[config.mk]
export PLATFORM = sky130hd
export DESIGN_NAME = cyclic_encoder_param
export DESIGN_NICKNAME = d
export VERILOG_FILES = /design/src/rtl/cyclic_encoder_param.sv
export SDC_FILE = /design/constraint.sdc
export NUM_CORES = 1
export LEC_CHECK = 0
export CAP_MARGIN = 10
export CORE_MARGIN = 2
export CORE_UTILIZATION = 50
export DETAILED_ROUTE_END_ITERATION = 8
export GPL_ROUTABILITY_DRIVEN = 1
export PLACE_DENSITY = 0.72
export SYNTH_ARGS = -nofsm -noshare
export SYNTH_HDL_FRONTEND = slang
export SYNTH_SLANG_ARGS = --single-unit
export TNS_END_PERCENT = 20
[constraint.sdc]
create_clock -name clk -period 2.06 [get_ports clk]
set_input_delay 0.515 -clock clk [delete_from_list [all_inputs] [get_ports clk]]
set_output_delay 0.515 -clock clk [all_outputs]
set_load 0.05 [all_outputs]
[src/rtl/cyclic_encoder_param.sv]
// Serial systematic cyclic encoder: passes K message bits through MSB first,
// then appends the R-bit remainder of msg*x^R mod g(x), MSB first.
module cyclic_encoder_param #(
    parameter int             R    = 3,
    parameter logic [R-1:0]   POLY = 3'b011,
    parameter int             K    = 4,
    parameter int             CW   = $clog2(K + 1)
) (
    input  logic clk,
    input  logic rst,
    input  logic start,
    input  logic din_valid,
    input  logic datain,
    output logic dataout,
    output logic dout_valid,
    output logic busy,
    output logic done
);

    localparam int            PW     = $clog2(R);
    localparam logic [CW-1:0] K_LAST = CW'(K - 1);
    localparam logic [PW-1:0] P_LAST = PW'(R - 1);

    typedef enum logic [1:0] {
        S_IDLE   = 2'd0,
        S_DATA   = 2'd1,
        S_PARITY = 2'd2
    } state_t;

    // One division step: shift the remainder and fold in g(x) when the feedback bit is set.
    function automatic logic [R-1:0] lfsr_step(input logic [R-1:0] s, input logic b);
        logic fb;
        fb = s[R-1] ^ b;
        return {s[R-2:0], 1'b0} ^ (fb ? POLY : {R{1'b0}});
    endfunction

    state_t        r_state;
    state_t        w_state_nxt;
    logic [R-1:0]  r_lfsr;
    logic [R-1:0]  w_lfsr_nxt;
    logic [CW-1:0] r_kcnt;
    logic [CW-1:0] w_kcnt_nxt;
    logic [PW-1:0] r_pcnt;
    logic [PW-1:0] w_pcnt_nxt;
    logic          r_dataout;
    logic          w_dataout_nxt;
    logic          r_dout_valid;
    logic          w_dout_valid_nxt;
    logic          r_busy;
    logic          w_busy_nxt;
    logic          r_done;
    logic          w_done_nxt;

    // Next-state and next-output logic for the IDLE/DATA/PARITY sequence.
    always_comb begin
        w_state_nxt      = r_state;
        w_lfsr_nxt       = r_lfsr;
        w_kcnt_nxt       = r_kcnt;
        w_pcnt_nxt       = r_pcnt;
        w_dataout_nxt    = r_dataout;
        w_dout_valid_nxt = 1'b0;
        w_done_nxt       = 1'b0;
        case (r_state)
            S_IDLE: begin
                w_lfsr_nxt = {R{1'b0}};
                w_kcnt_nxt = {CW{1'b0}};
                w_pcnt_nxt = {PW{1'b0}};
                if (start) begin
                    w_state_nxt = S_DATA;
                end else begin
                    w_state_nxt = S_IDLE;
                end
            end
            S_DATA: begin
                if (din_valid) begin
                    w_lfsr_nxt       = lfsr_step(r_lfsr, datain);
                    w_dataout_nxt    = datain;
                    w_dout_valid_nxt = 1'b1;
                    // kcnt saturates at K-1 on the way into PARITY; IDLE clears it.
                    if (r_kcnt == K_LAST) begin
                        w_state_nxt = S_PARITY;
                    end else begin
                        w_kcnt_nxt = r_kcnt + CW'(1);
                    end
                end else begin
                    w_dout_valid_nxt = 1'b0;
                end
            end
            S_PARITY: begin
                w_dataout_nxt    = r_lfsr[R-1];
                w_lfsr_nxt       = {r_lfsr[R-2:0], 1'b0};
                w_dout_valid_nxt = 1'b1;
                if (r_pcnt == P_LAST) begin
                    w_done_nxt  = 1'b1;
                    w_pcnt_nxt  = {PW{1'b0}};
                    w_state_nxt = S_IDLE;
                end else begin
                    w_pcnt_nxt = r_pcnt + PW'(1);
                end
            end
            default: begin
                w_state_nxt = S_IDLE;
                w_lfsr_nxt  = {R{1'b0}};
                w_kcnt_nxt  = {CW{1'b0}};
                w_pcnt_nxt  = {PW{1'b0}};
            end
        endcase
        w_busy_nxt = (w_state_nxt != S_IDLE);
    end

    // State and output registers with synchronous active-low reset.
    always_ff @(posedge clk) begin
        if (!rst) begin
            r_state      <= S_IDLE;
            r_lfsr       <= {R{1'b0}};
            r_kcnt       <= {CW{1'b0}};
            r_pcnt       <= {PW{1'b0}};
            r_dataout    <= 1'b0;
            r_dout_valid <= 1'b0;
            r_busy       <= 1'b0;
            r_done       <= 1'b0;
        end else begin
            r_state      <= w_state_nxt;
            r_lfsr       <= w_lfsr_nxt;
            r_kcnt       <= w_kcnt_nxt;
            r_pcnt       <= w_pcnt_nxt;
            r_dataout    <= w_dataout_nxt;
            r_dout_valid <= w_dout_valid_nxt;
            r_busy       <= w_busy_nxt;
            r_done       <= w_done_nxt;
        end
    end

    assign dataout    = r_dataout;
    assign dout_valid = r_dout_valid;
    assign busy       = r_busy;
    assign done       = r_done;

endmodule

==> flow_metrics.env, run 1 <==
export IMPL_die_h_um=41.9
export IMPL_avgSynthCellArea_sq_um=8.77
export IMPL_relSlewSlack=0.674
export IMPL_drive_gt1_frac=0.0860
export IMPL_switching_share=0.244
export IMPL_crit_slowest_cell="clkdlybuf4s50_1"
export IMPL_wl_per_cell_um=12.6
export IMPL_drtPass1Iterations=4
export IMPL_grt_pass1_vias=558
export IMPL_antenna_cells=0
export IMPL_insertion_delay_ns=0.28
export IMPL_finalMaxSlewViolations=0
export IMPL_antenna_found_initial=0
export IMPL_start_kind="flop"
export IMPL_drt_iter0_markers=9
export IMPL_hold_violations=0
export IMPL_ys_warn_count=0
export IMPL_powerDensity_nw_per_um2=634
export IMPL_hp_class="reg2reg"
export IMPL_wl_mm=1.36
export IMPL_setup_viol=0
export IMPL_cp_top_family="buffers and inverters"
export IMPL_synth_top_area_cell="dfxtp_1"
export IMPL_via_per_inst=5.72
export IMPL_synthDistinctLibCells=28
export IMPL_yosys_most_used_dff="dfxtp_1"
export IMPL_netlist_area_sq_um=719
export IMPL_tightest_slew_ns=0.488
export IMPL_synth_cells=82
export IMPL_grt_max_degree=14
export IMPL_drtAntennaViolNets=0
export IMPL_synth_edff_count=0
export IMPL_placed_area_sq_um=818
export IMPL_max_freq_mhz=518
export IMPL_cts_resized=0
export IMPL_ys_seq_area_frac=0.390
export IMPL_clkPwrFrac=0.367
export IMPL_worstPathArrival_ns=1.42
export IMPL_combPwrFrac=0.119
export IMPL_timing_final_crit_share=0.938
export IMPL_dp_hpwl_um=973
export IMPL_ir_drop_uv=404
export IMPL_drv_cap=0
export IMPL_cp_buffers_inverters=1
export IMPL_vias=618
export IMPL_p_int_uw=409
export IMPL_synth_area_leaders="dfxtp_1, ha_1, nor2_1, a31oi_1, nand3_1"
export IMPL_cpPeakStageDelay_ns=0.80
export IMPL_stdcell_area_sq_um=855
export IMPL_skew_ns=0.00205
export IMPL_initial_core_util=0.546
export IMPL_core_sq_um=1320
export IMPL_cp_required_ns=1.54
export IMPL_place_congestion=0.795
export IMPL_numCtsBuffers=3
export IMPL_status="completed"
export IMPL_path_max_fanout=2
export IMPL_crit_type="reg2out"
export IMPL_yosys_cell_count_top_type="dfxtp_1"
export IMPL_io_pins=9
export IMPL_leakagePower_uw=0.000319
export IMPL_die_area_sq_um=1760
export IMPL_p_sw_uw=132
export IMPL_rows=13
export IMPL_h_tree_depth=1
export IMPL_grt_use_total=0.175
export IMPL_cts_setup_buffers=0
export IMPL_synth_seq_cells=14
export IMPL_portBuffers=8
export IMPL_cp_cell_sequence="clkdlybuf4s50_1"
export IMPL_setup_tns_ns=0
export IMPL_synth_fp_nets=93
export IMPL_netlist_top_cells_count="dfxtp_1, nor2_1, ha_1, nand3_1"
export IMPL_cts_buffer_depth=2
export IMPL_path_clk_slew_ns=0.09
export IMPL_setup_worst_path_end_class="output pin"
export IMPL_fp_dieW_um=41.9
export IMPL_clkSinkCount=14
export IMPL_grt_pass1_wl_mm=2.39
export IMPL_period_needed_ns=1.93
export IMPL_drc=0
export IMPL_seq_power_share=0.514
export IMPL_fin_nets=105
export IMPL_area_growth_pct=18.8
export IMPL_postCtsHoldBufs=0
export IMPL_grt_ovfl_total=0
export IMPL_async_flop_share=0
export IMPL_cts_tree="yes"
export IMPL_cts_root_buf="clkbuf_4"
export IMPL_rsz0062_at_grt="no"
export IMPL_netlist_area_leader_share=0.390
per-layer routing:
layer | up-vias | GRT usage | routed length, um
met4 | 0 | 0.0452 | 10
met2 | 13 | 0.284 | 630
li1 | 311 | - | -
met3 | 3 | 0.0696 | 62
met5 | - | 0 | 0
met1 | 291 | 0.214 | 652
final timing paths:
path	startpoint	to	cells past startpoint	slack, ns
min	r_pcnt[1]	r_pcnt[1]	2	0.50
max	dataout	dataout	1	0.13
min reg2reg	r_pcnt[1]	r_pcnt[1]	2	0.50
max reg2reg	r_state[0]	busy	5	0.40
registers in the layout, summed over array words and instances, names as in the netlist:
name	cells
busy	1
r_kcnt	3
done	1
r_lfsr	3
dataout	1
dout_valid	1
r_pcnt	2
r_state	2
area by class of cell:
type                    count  area [sq um]
clock buffers               4          36.3
fillers                   106           463
inverters                   7          26.3
multi-input cells          58           398
flip-flops and latches     14           280
well taps                  15          18.8
repair buffers             10          95.1
power groups by stage:
stage / logic [uW] / clock network, uW / registers, uW
after detailed placement: 64.2 / 0 / 285
after floorplan: 33.6 / 0 / 292
final: 64.7 / 199 / 278
after global routing: 71.4 / 218 / 279
after CTS: 65.0 / 206 / 278
after global placement: 63.6 / 0 / 285
cell families (layout without fill, tap and decap cells):
group / count (synthesis) / after routing / synth area share
flops: 14 / 14 / 0.390
fa+ha+maj: 6 / 6 / 0.104
mux: 2 / 2 / 0.0296
simple gates: 30 / 30 / 0.202
buf+inv: 10 / 21 / 0.0574
compound gates: 18 / 18 / 0.172
xor+xnor: 2 / 2 / 0.0452
metrics by stage:
step           total power, uW  hold WS, ns  std cells  utilization  setup WS (ns)
4_1_cts                    549        0.501        108        0.649          0.113
5_1_grt                    569        0.513        108        0.649         0.0873
3_3_place_gp               348        0.474        104        0.621          0.282
3_5_place_dp               349        0.488        104        0.621          0.246
6_report                   542        0.498        108        0.649          0.128
2_1_floorplan              326        0.459         82            -          0.561
layout by cell type, fill, tap and decap left out, drive strengths merged:
cell type / n
a211oi: 3
a41oi: 1
a31oi: 5
clkdlybuf4s50: 8
o32a: 1
inv: 6
clkinv: 1
mux2i: 1
a21oi: 3
xor2: 1
a221oi: 1
and3: 1
nor2b: 2
or4: 2
nor2: 9
nand2b: 3
nand3: 6
buf: 2
a22oi: 2
nor3: 2
xor3: 1
nand2: 5
ha: 6
o21ai: 1
a21boi: 1
mux2: 1
clkbuf: 4
dfxtp: 14
No activity file was read; power rests on OpenSTA's default activity.
==> inputs of run 2 (changes only) <==
--- a/config.mk
+++ b/config.mk
@@ -5,7 +5,6 @@
 export SDC_FILE = /design/constraint.sdc
 export NUM_CORES = 1
 export LEC_CHECK = 0
-export CAP_MARGIN = 10
 export CORE_MARGIN = 2
 export CORE_UTILIZATION = 50
 export DETAILED_ROUTE_END_ITERATION = 8
==> results of run 2 <==
No change in the layout: final DEF, timing and power equal those of run 1.
==> inputs of run 3 (changes only) <==
--- a/config.mk
+++ b/config.mk
@@ -5,10 +5,13 @@
 export SDC_FILE = /design/constraint.sdc
 export NUM_CORES = 1
 export LEC_CHECK = 0
+export ABC_AREA = 1
 export CORE_MARGIN = 2
 export CORE_UTILIZATION = 50
+export CTS_CLUSTER_SIZE = 14
 export DETAILED_ROUTE_END_ITERATION = 8
 export GPL_ROUTABILITY_DRIVEN = 1
+export HOLD_SLACK_MARGIN = 0.12
 export PLACE_DENSITY = 0.72
 export SYNTH_ARGS = -nofsm -noshare
 export SYNTH_HDL_FRONTEND = slang
==> flow_metrics.env, run 3 <==
export IMPL_initial_core_util=0.551
export IMPL_drv_cap=0
export IMPL_hold_violations=0
export IMPL_yosys_cell_count_top_type="nand2_1"
export IMPL_crit_type="reg2out"
export IMPL_netlist_area_sq_um=743
export IMPL_ys_warn_count=0
export IMPL_r2r_end="r_lfsr[1]"
export IMPL_timing_final_crit_share=0.929
export IMPL_cp_cell_sequence="clkdlybuf4s50_1"
export IMPL_ir_drop_uv=322
export IMPL_cp_required_ns=1.54
export IMPL_r2r_start="r_state[1]"
export IMPL_r2r_cells=9
export IMPL_start_kind="flop"
export IMPL_synth_seq_cells=14
export IMPL_synthDistinctLibCells=21
export IMPL_fp_dieW_um=42.6
export IMPL_die_h_um=42.6
export IMPL_ys_seq_area_frac=0.377
export IMPL_h_tree_depth=1
export IMPL_synth_top_area_cell="dfxtp_1"
export IMPL_synth_area_leaders="dfxtp_1, nand2_1, ha_1, inv_1, a21oi_1"
export IMPL_via_per_inst=5.18
export IMPL_dr_wl_met3_um=37
export IMPL_finalMaxSlewViolations=0
export IMPL_dp_slack_ns=0.260
export IMPL_cts_resized=0
export IMPL_fin_nets=121
export IMPL_cts_tree="yes"
export IMPL_postCtsHoldBufs=0
export IMPL_rrSetupSlack_ns=0.59
export IMPL_setup_tns_ns=0
export IMPL_grt_use_total=0.175
export IMPL_core_sq_um=1350
export IMPL_drc=0
export IMPL_grt_pass1_wl_mm=2.42
export IMPL_synth_fp_nets=110
export IMPL_insertion_delay_ns=0.27
export IMPL_area_growth_pct=13.3
export IMPL_synth_cells=99
export IMPL_netlist_area_leader_share=0.377
export IMPL_netlist_top_cells_count="nand2_1, dfxtp_1, inv_1"
export IMPL_portBuffers=8
export IMPL_rsz0062_at_grt="no"
export IMPL_die_area_sq_um=1810
export IMPL_drive_gt1_frac=0.0741
export IMPL_path_max_fanout=2
export IMPL_grt_max_degree=11
export IMPL_drt_iter0_markers=6
export IMPL_drtPass1Iterations=4
export IMPL_skew_ns=0.000829
export IMPL_cts_root_buf="clkbuf_4"
export IMPL_synth_edff_count=0
export IMPL_powerDensity_nw_per_um2=588
export IMPL_grt_pass1_vias=596
export IMPL_cts_setup_buffers=0
export IMPL_status="completed"
export IMPL_wl_per_cell_um=10.8
export IMPL_hp_class="reg2reg"
export IMPL_top_regs="r_kcnt (3), r_lfsr (3)"
export IMPL_crit_slowest_cell="clkdlybuf4s50_1"
export IMPL_cpPeakStageDelay_ns=0.80
export IMPL_stdcell_area_sq_um=842
export IMPL_cp_buffers_inverters=1
export IMPL_setup_viol=0
export IMPL_relSlewSlack=0.669
export IMPL_period_needed_ns=1.91
export IMPL_clkSinkCount=14
export IMPL_hold_end="r_kcnt[1]"
export IMPL_fin_ws_ns=0.146
export IMPL_io_pins=9
export IMPL_worstPathArrival_ns=1.40
export IMPL_leakagePower_uw=0.000333
export IMPL_layout_common_cells="nand2_1, dfxtp_1, inv_1"
export IMPL_grt_ovfl_total=0
export IMPL_wl_met1_um=625
export IMPL_routed_wl_met2_um=625
export IMPL_cts_buffer_depth=2
export IMPL_max_freq_mhz=523
export IMPL_top_layer="met4"
export IMPL_setup_worst_path_end_class="output pin"
export IMPL_min_from="r_kcnt[1]"
export IMPL_numCtsBuffers=3
export IMPL_wl_mm=1.33
export IMPL_yosys_most_used_dff="dfxtp_1"
export IMPL_antenna_cells=0
export IMPL_vias=637
export IMPL_antenna_found_initial=0
export IMPL_rows=13
export IMPL_tightest_slew_ns=0.495
export IMPL_stdcell_count=123
export IMPL_path_clk_slew_ns=0.07
export IMPL_dp_cells=120
export IMPL_place_congestion=0.822
export IMPL_dp_hpwl_mm=1.01
export IMPL_final_common_cell="nand2_1"
export IMPL_hold_depth=2
export IMPL_drtAntennaViolNets=0
export IMPL_placed_area_sq_um=820
export IMPL_cp_top_family="buffers and inverters"
export IMPL_async_flop_share=0
export IMPL_avgSynthCellArea_sq_um=7.51
==> run 3: kinds of logic (layout without fill, tap and decap cells) <==
family	after synthesis	in the layout	share of synthesized area
flops	14	14	0.377
fa+ha+maj	6	6	0.101
compound gates	18	18	0.130
simple gates	44	44	0.283
buf+inv	17	26	0.109
==> run 3: worst max path at each step <==
stage | to | depth (start not counted) | start | slack [ns]
6_report | dataout | 1 | dataout | 0.15
5_1_grt | dataout | 1 | dataout | 0.10
4_1_cts | dataout | 1 | dataout | 0.13
3_5_place_dp | busy | 5 | rst | 0.26
3_3_place_gp | busy | 5 | rst | 0.28
2_1_floorplan | r_lfsr[1] | 10 | r_state[1] | 0.83
==> run 3: power breakdown <==
group / total (uW) / switching, uW / internal (uW) / leakage (uW)
sequential: 280 / 3.50 / 276 / 0.000114
clock: 149 / 80.9 / 67.7 / 0.0000138
combinational: 66.5 / 42.2 / 24.3 / 0.000206
==> run 3: area by class of cell <==
type / count / area (sq um)
clock buffers: 3 / 22.5
fillers: 124 / 508
inverters: 15 / 58.8
multi-input cells: 68 / 382
flip-flops and latches: 14 / 280
well taps: 15 / 18.8
repair buffers: 8 / 80.1
==> run 3: per-stage QoR <==
stage	utilization	power, uW	hold slack [ns]
finish	0.624	495	0.473
global route	0.624	518	0.506
CTS	0.624	499	0.478
detailed placement	0.607	352	0.457
global placement	0.607	352	0.451
floorplan	-	331	0.440
==> run 3: routing by layer <==
metal,GRT usage,up-vias
li1,-,341
met1,0.227,279
met2,0.277,12
met3,0.0259,5
met4,0.0938,0
met5,0,-
